===== src/rtl/cla_seq_pkg.sv =====
// Shared constants and state encoding for the sequential wide adder built on the 8-bit CLA slice.
package cla_seq_pkg;

  localparam int BYTE_W = 8;

  typedef enum logic [1:0] {
    IDLE = 2'd0,
    ADD  = 2'd1,
    DONE = 2'd2
  } state_t;

endpackage


===== src/rtl/carry_lookahead_adder_8bit.sv =====
// Combinational 8-bit carry-lookahead adder slice: {cout,sum} = a + b + cin.
module carry_lookahead_adder_8bit (
  input  logic [7:0] a,
  input  logic [7:0] b,
  input  logic       cin,
  output logic [7:0] sum,
  output logic       cout
);

  logic [7:0] gen_s;
  logic [7:0] prop_s;
  logic [8:0] carry_s;

  assign gen_s  = a & b;
  assign prop_s = a ^ b;

  // Carry recurrence c[i+1] = g[i] | p[i]&c[i], evaluated in a local vector.
  always_comb begin
    carry_s    = 9'd0;
    carry_s[0] = cin;
    for (int i = 0; i < 8; i++) begin
      carry_s[i+1] = gen_s[i] | (prop_s[i] & carry_s[i]);
    end
  end

  assign sum  = prop_s ^ carry_s[7:0];
  assign cout = carry_s[8];

endmodule


===== src/rtl/cla_seq_wide_adder.sv =====
// Multi-cycle (8*NBYTES)-bit adder that drives one carry_lookahead_adder_8bit slice per cycle.
// Optional macro OVF_FLAG_EN adds the result_ovf signed-overflow output.
module cla_seq_wide_adder
  import cla_seq_pkg::*;
#(
  parameter int NBYTES = 4
) (
  input  logic                    clk,
  input  logic                    rst_n,
  input  logic                    in_valid,
  output logic                    in_ready,
  input  logic [8*NBYTES-1:0]     op_a,
  input  logic [8*NBYTES-1:0]     op_b,
  input  logic                    op_cin,
  output logic                    out_valid,
  input  logic                    out_ready,
  output logic [8*NBYTES-1:0]     result,
  output logic                    result_cout
`ifdef OVF_FLAG_EN
  ,
  output logic                    result_ovf
`endif
);

  localparam int W  = BYTE_W * NBYTES;
  localparam int IW = (NBYTES > 1) ? $clog2(NBYTES) : 1;
  localparam logic [IW-1:0] LAST_IDX = IW'(NBYTES - 1);

  state_t          state_r;
  logic [IW-1:0]   idx_r;
  logic            carry_r;
  logic [W-1:0]    op_a_r;
  logic [W-1:0]    op_b_r;
  logic [W-1:0]    result_r;
  logic            cout_r;
  logic            in_ready_r;
  logic            out_valid_r;
`ifdef OVF_FLAG_EN
  logic            ovf_r;
`endif

  logic [BYTE_W-1:0] slice_a_s;
  logic [BYTE_W-1:0] slice_b_s;
  logic [BYTE_W-1:0] slice_sum_s;
  logic              slice_cout_s;
  logic              last_s;

  assign slice_a_s = op_a_r[BYTE_W*int'(idx_r) +: BYTE_W];
  assign slice_b_s = op_b_r[BYTE_W*int'(idx_r) +: BYTE_W];
  assign last_s    = (idx_r == LAST_IDX);

  carry_lookahead_adder_8bit u_slice (
    .a    (slice_a_s),
    .b    (slice_b_s),
    .cin  (carry_r),
    .sum  (slice_sum_s),
    .cout (slice_cout_s)
  );

  // FSM, operand capture and per-slice accumulation; handshake flags are registered state decodes.
  always_ff @(posedge clk or negedge rst_n) begin
    if (!rst_n) begin
      state_r     <= IDLE;
      idx_r       <= '0;
      carry_r     <= 1'b0;
      op_a_r      <= '0;
      op_b_r      <= '0;
      result_r    <= '0;
      cout_r      <= 1'b0;
      in_ready_r  <= 1'b1;
      out_valid_r <= 1'b0;
`ifdef OVF_FLAG_EN
      ovf_r       <= 1'b0;
`endif
    end else begin
      case (state_r)
        IDLE: begin
          if (in_valid) begin
            op_a_r     <= op_a;
            op_b_r     <= op_b;
            carry_r    <= op_cin;
            idx_r      <= '0;
            state_r    <= ADD;
            in_ready_r <= 1'b0;
          end
        end
        ADD: begin
          result_r[BYTE_W*int'(idx_r) +: BYTE_W] <= slice_sum_s;
          carry_r <= slice_cout_s;
          if (last_s) begin
            // Index wraps to 0 rather than stepping past the top slice.
            idx_r       <= '0;
            cout_r      <= slice_cout_s;
            state_r     <= DONE;
            out_valid_r <= 1'b1;
`ifdef OVF_FLAG_EN
            ovf_r <= (slice_a_s[BYTE_W-1] == slice_b_s[BYTE_W-1]) &&
                     (slice_sum_s[BYTE_W-1] != slice_a_s[BYTE_W-1]);
`endif
          end else begin
            idx_r <= idx_r + IW'(1);
          end
        end
        DONE: begin
          if (out_ready) begin
            state_r     <= IDLE;
            out_valid_r <= 1'b0;
            in_ready_r  <= 1'b1;
          end
        end
        default: begin
          state_r     <= IDLE;
          idx_r       <= '0;
          in_ready_r  <= 1'b1;
          out_valid_r <= 1'b0;
        end
      endcase
    end
  end

  assign in_ready    = in_ready_r;
  assign out_valid   = out_valid_r;
  assign result      = result_r;
  assign result_cout = cout_r;
`ifdef OVF_FLAG_EN
  assign result_ovf  = ovf_r;
`endif

endmodule


===== config.mk =====
export PLATFORM = sky130hd
export DESIGN_NAME = cla_seq_wide_adder
export DESIGN_NICKNAME = d
export VERILOG_FILES = /design/src/rtl/cla_seq_pkg.sv /design/src/rtl/carry_lookahead_adder_8bit.sv /design/src/rtl/cla_seq_wide_adder.sv
export SDC_FILE = /design/constraint.sdc
export NUM_CORES = 1
export LEC_CHECK = 0
export CAP_MARGIN = 5
export CORE_MARGIN = 2
export CORE_UTILIZATION = 45
export DETAILED_ROUTE_END_ITERATION = 6
export PLACE_DENSITY = 0.71
export SYNTH_ARGS = -nofsm -noshare
export SYNTH_HDL_FRONTEND = slang
export SYNTH_SLANG_ARGS = --single-unit

===== constraint.sdc =====
create_clock -name clk -period 8.9 [get_ports clk]
set_clock_uncertainty 0.05 [all_clocks]
set_input_delay 1.78 -clock clk [delete_from_list [all_inputs] [get_ports clk]]
set_output_delay 1.78 -clock clk [all_outputs]
set_load 0.005 [all_outputs]

Yosys cells after proc, flatten, opt, wreduce, memory -nomap -nowiden
Index checks and enable logic that the tools add are counted.
{"block": "classes", "addsub": 2, "n_eq_ne": 6, "shift": 4, "n_mux": 16, "n_bitwise": 22, "n_reduce_logical": 9}
{"operator": "$shiftx 32x6->8", "n": 2}
{"operator": "$neg 5->33", "n": 1}
{"operator": "$shift 8x33->32 const A", "n": 1}
{"operator": "$shiftx 8x33->32", "n": 1}
{"operator": "$bwmux 32", "n": 1}
{"operator": "$xor 8x8->8", "n": 2}
{"operator": "$pmux 2 s3", "n": 2}
{"operator": "$mux 2", "n": 5}
{"operator": "$reduce_and 3->1", "n": 3}
{"operator": "$and 1x1->1", "n": 8}
{"operator": "$and 8x8->8", "n": 1}
{"operator": "$or 1x1->1", "n": 8}
{"operator": "$reduce_and 2->1", "n": 4}
{"operator": "$ne 2x2->1 const B", "n": 3}
{"operator": "$pmux 1 s3", "n": 2}
{"operator": "$mux 1", "n": 5}
{"operator": "$eq 2x2->1 const B", "n": 2}
{"operator": "$not 1->1", "n": 3}
{"operator": "$add 2x1->2 const B", "n": 1}
{"operator": "$eq 2x1->1 const B", "n": 1}
{"operator": "$logic_not 2->1", "n": 1}
{"operator": "$pmux 1 s2", "n": 1}
{"operator": "$reduce_bool 2->1", "n": 1}
{"block": "totals", "ff_bits": 104, "wordCells": 68}

Depth between registers and ports, before layout
{"block": "logic_depth", "ltp_word": 19, "mapped_depth": 15}

Hierarchy
Synthesis repeated with hierarchy kept, for this count alone.
{"block": "hier_totals", "cells_unflattened": 309, "hier_area_um2": 4642.0}
{"mod": "cla_seq_wide_adder", "instances": 1, "cells_each": 291, "area_each_um2": 4444.3, "seq_area_each_um2": 2603.7}
{"mod": "carry_lookahead_adder_8bit", "instances": 1, "cells_each": 18, "area_each_um2": 197.7, "seq_area_each_um2": 0.0}

Worst setup path before layout
OpenSTA, ideal clock, no wires.
{"block": "synth_timing", "path_kind": "reg-to-reg", "start": "register idx_r[1]", "end": "register result_r[15] (netlist: result[15])", "arrival_ns": 4.073, "required_ns": 8.724, "setup_slack_ns": 4.652, "stages_incl_launch_ff": 16, "path_buffers": 2, "cell_sequence": "dfrtp_1 -> buf_2 -> buf_2 -> mux4_2 -> fa_1 -> inv_1 -> fa_1 -> fa_1 -> fa_1 -> fa_1 -> fa_1 -> fa_1 -> inv_1 -> fa_1 -> inv_1 -> o31ai_1"}
{"block": "synth_via", "elab_chain_len": 19}
{"element": "start, declared", "line_no": "cla_seq_wide_adder.sv:30", "source": "logic [IW-1:0] idx_r;"}
{"element": "start signal, assigned", "line_no": "cla_seq_wide_adder.sv:101", "source": "idx_r <= idx_r + IW'(1);"}
{"element": "$shiftx 32x6->8 (on tied branches)", "line_no": "cla_seq_wide_adder.sv:48, cla_seq_wide_adder.sv:49"}
{"element": "$xor 8x8->8", "line_no": "carry_lookahead_adder_8bit.sv:15", "source": "assign prop_s = a ^ b;"}
{"element": "$and 1x1->1", "line_no": "carry_lookahead_adder_8bit.sv:22", "source": "carry_s[i+1] = gen_s[i] | (prop_s[i] & carry_s[i]);"}
{"element": "$or 1x1->1", "line_no": "carry_lookahead_adder_8bit.sv:22"}
{"element": "$and 1x1->1", "line_no": "carry_lookahead_adder_8bit.sv:22"}
{"element": "$or 1x1->1", "line_no": "carry_lookahead_adder_8bit.sv:22"}
{"element": "$and 1x1->1", "line_no": "carry_lookahead_adder_8bit.sv:22"}
{"element": "$or 1x1->1", "line_no": "carry_lookahead_adder_8bit.sv:22"}
{"element": "[3 not listed]"}
{"element": "$or 1x1->1", "line_no": "carry_lookahead_adder_8bit.sv:22"}
{"element": "$and 1x1->1", "line_no": "carry_lookahead_adder_8bit.sv:22"}
{"element": "$or 1x1->1", "line_no": "carry_lookahead_adder_8bit.sv:22"}
{"element": "$and 1x1->1", "line_no": "carry_lookahead_adder_8bit.sv:22"}
{"element": "$or 1x1->1", "line_no": "carry_lookahead_adder_8bit.sv:22"}
{"element": "$xor 8x8->8", "line_no": "carry_lookahead_adder_8bit.sv:26", "source": "assign sum = prop_s ^ carry_s[7:0];"}
{"element": "$shiftx 8x33->32", "line_no": "cla_seq_wide_adder.sv:88", "source": "result_r[BYTE_W*int'(idx_r) +: BYTE_W] <= slice_sum_s;"}
{"element": "$bwmux 32 *", "line_no": "cla_seq_wide_adder.sv:88"}
{"element": "end signal, assigned by index", "line_no": "cla_seq_wide_adder.sv:88"}
{"element": "end, declared", "line_no": "cla_seq_wide_adder.sv:34", "source": "logic [W-1:0] result_r;"}
Every way passes the cells marked *; elsewhere a longest branch is shown, timed or not.
A chain may end at the register's enable or synchronous reset.

Worst setup path in the final report
Same ends and word-level chain as after synthesis.

==> impl_metrics.toml <==
[placement]
place_hpwl_mm = 7.44
placed_area_sq_um = 6010
port_buffers = 103
gp_congestion = 0.793

[layout]
multi_input_area_sq_um = 2100
final_core_util_pct = 57.5
n_antenna_cell = 0
regArea_sq_um = 2600
synthToLayoutAreaGrowth_pct = 24.9
layout-drive-gt1-share_pct = 25.6
fillers = 871
final_cell_mix = "dfrtp_1 (103), clkdlybuf4s50_1 (102), mux2_4 (60), o2bb2ai_1 (24), inv_1 (19)"
stdcell_area_sq_um = 6200
fin_nets = 492
layout_commonest_cell = "dfrtp_1"

[routing]
wl_per_cell_um = 18.2
drc = 0
dr_total_vias = 2870
routed_wl_mm = 10.1
first_pass_iters = 4
drt_iter0_markers = 88
vias_per_cell = 5.18
ant_nets = 0

[global_route]
grt_pass1_wl_mm = 16.6
grt.total_usage_pct = 18.3
grt_pass1_vias = 3102
overflow = 0
antenna_found_initial = 0
grt_start_max_net_pins = 65

[setup_path]
critPathKind = "flip-flop to flip-flop"
arrival_ns = 4.91
critPathMaxFanout = 21
required_ns = 9.09
end_kind = "flip-flop"
start_kind = "flip-flop"

[synthesis]
synthCells = 307
synth_fp_nets = 390
synth_warnings = 0
synthFlopType = "dfrtp_1"
ys_seq_area_share_pct = 52.4
synth.area.top_cells = "dfrtp_1 (52%), mux2_4 (18%), mux4_2 (7.3%), o2bb2ai_1 (4.2%), fa_1 (3.2%)"
synth_edf_count = 0
avgSynthCellArea_sq_um = 16.2
netlist_area_sq_um = 4970
netlist.area_leader.share_pct = 51.9
postSynth.asyncResetShare_pct = 100
synth.distinct_cells = 32
ys_ff_latch = 104
synth_top_area_cell = "dfrtp_1"

[clock_tree]
htreeDepth = 3
clockBufferDepth = 2
clk_pin_slew_ns = 0.10
cts_tree = "done"
worstSkewPairLatency_ns = 0.36
cts_inserted_buffers = 9
numClockSinks = 104
cts_resized = 0
hold_buffers = 0
post_cts_buffers = 0
cts_root_buf = "clkbuf_8"

[pwr]
power.switching_mw = 0.852
ir_drop_mv = 0.180
p_int_mw = 1.48
p_seq_share_pct = 35.7
total_power_mw = 2.33
power.leakage_nw = 2.69
p_sw_share_pct = 36.5
clock_power_share_pct = 12.8
p_per_area_nw_per_um2 = 376
pwr-share-comb_pct = 51.5

[timing]
post-route-period-util_pct = 53.0
hold_viol = 0
max_freq_mhz = 212
slew_violations = 0
setup_viol = 0
worst_slew_pin_slew_ns = 1.12
slew_headroom_pct = 25.6
period_needed_ns = 4.72
tns_ns = 0
rsz0062_at_grt = "false"

[job]
cap_violations = 0

[die]
die_w_um = 109
placement_rows = 38
fp.dieH_um = 109
io_pins = 104
fp.dieArea_sq_um = 11900
core_area_sq_um = 10800
start_util_pct = 46.0

[run_status]
status = "complete, no violations"

[min_path]
hold_class = "flip-flop to flip-flop"
cells in the mapped netlist (2+ instances only):
master,count
dfrtp_1,103
nor2b_4,2
buf_12,7
nor2_1,6
a21oi_1,2
o21ai_0,2
o2bb2ai_1,24
mux2_2,4
mux2_4,60
fa_1,8
a22o_1,2
nor2b_1,2
buf_4,3
inv_1,19
mux4_2,16
nand2_1,15
buf_2,5
ha_1,6
o31ai_1,8
flip-flops by register name, summed over array words and instances, names as in the netlist:
| name | cells |
|---|---|
| op_a_r | 32 |
| op_b_r | 32 |
| result | 32 |
| idx_r | 2 |
| state_r | 2 |
| carry_r | 1 |
| in_ready | 1 |
| out_valid | 1 |
| result_cout | 1 |
power groups by stage:
stage	clock network [mW]	registers (mW)	logic, mW
5_1_grt	0.322	0.862	1.32
3_3_place_gp	0	0.836	1.17
2_1_floorplan	0	0.772	0.922
4_1_cts	0.303	0.835	1.21
3_5_place_dp	0	0.841	1.21
6_report	0.298	0.833	1.20
cell families (layout without fill, tap and decap cells):
kind of cell    Yosys count  count (layout)  share of synthesized area (%)
buf+inv                  34             141                           5.21
flops                   104             104                           52.4
simple gates             33              33                           4.38
compound gates           40              40                           6.52
fa+ha+maj                14              14                           4.74
mux                      82              82                           26.7
worst max-delay path, stage by stage (launching register included):
cell,delay (ns)
dfrtp_1,0.93
mux4_2,0.37
fa_1,0.17
inv_1,0.05
fa_1,0.37
fa_1,0.39
fa_1,0.39
fa_1,0.40
fa_1,0.39
fa_1,0.37
inv_1,0.08
fa_1,0.40
inv_1,0.13
o31ai_1,0.09
final timing paths:
| check | cells after the start | from | end | slack (ns) |
|---|---|---|---|---|
| worst max-delay path | 13 | idx_r[1] | result[15] | 4.18 |
| worst min-delay path | 2 | result[10] | result[10] | 0.43 |
| worst max register to register | 13 | idx_r[1] | result[15] | 4.18 |
| worst min register to register | 2 | result[10] | result[10] | 0.43 |
| max in group asynchronous | 2 | rst_n | op_a_r[9] | 6.30 |
| min in group asynchronous | 1 | rst_n | result[6] | 1.34 |
cell type report:
class / count / area share, %
well taps: 140 / 2.82
flip-flops and latches: 104 / 42.0
inverters: 19 / 1.15
clock buffers: 12 / 2.34
clock inverters: 4 / 0.867
repair buffers: 106 / 16.9
multi-input cells: 169 / 33.9
per-layer routing:
metal / track usage (%) / up-vias / wire (um)
li1: - / 1319 / -
met1: 26.1 / 1447 / 4750
met2: 28.8 / 92 / 4680
met3: 3.11 / 12 / 483
met4: 5.49 / 0 / 159
met5: 0 / - / 0
per-stage QoR:
stage	hold slack, ns	instances	setup slack [ns]
2_1_floorplan	0.423	307	4.65
3_3_place_gp	0.413	538	4.27
3_5_place_dp	0.416	538	4.16
4_1_cts	0.438	554	4.16
5_1_grt	0.465	554	3.94
6_report	0.432	554	4.18
Note: power is estimated with default switching activity, not from simulation.
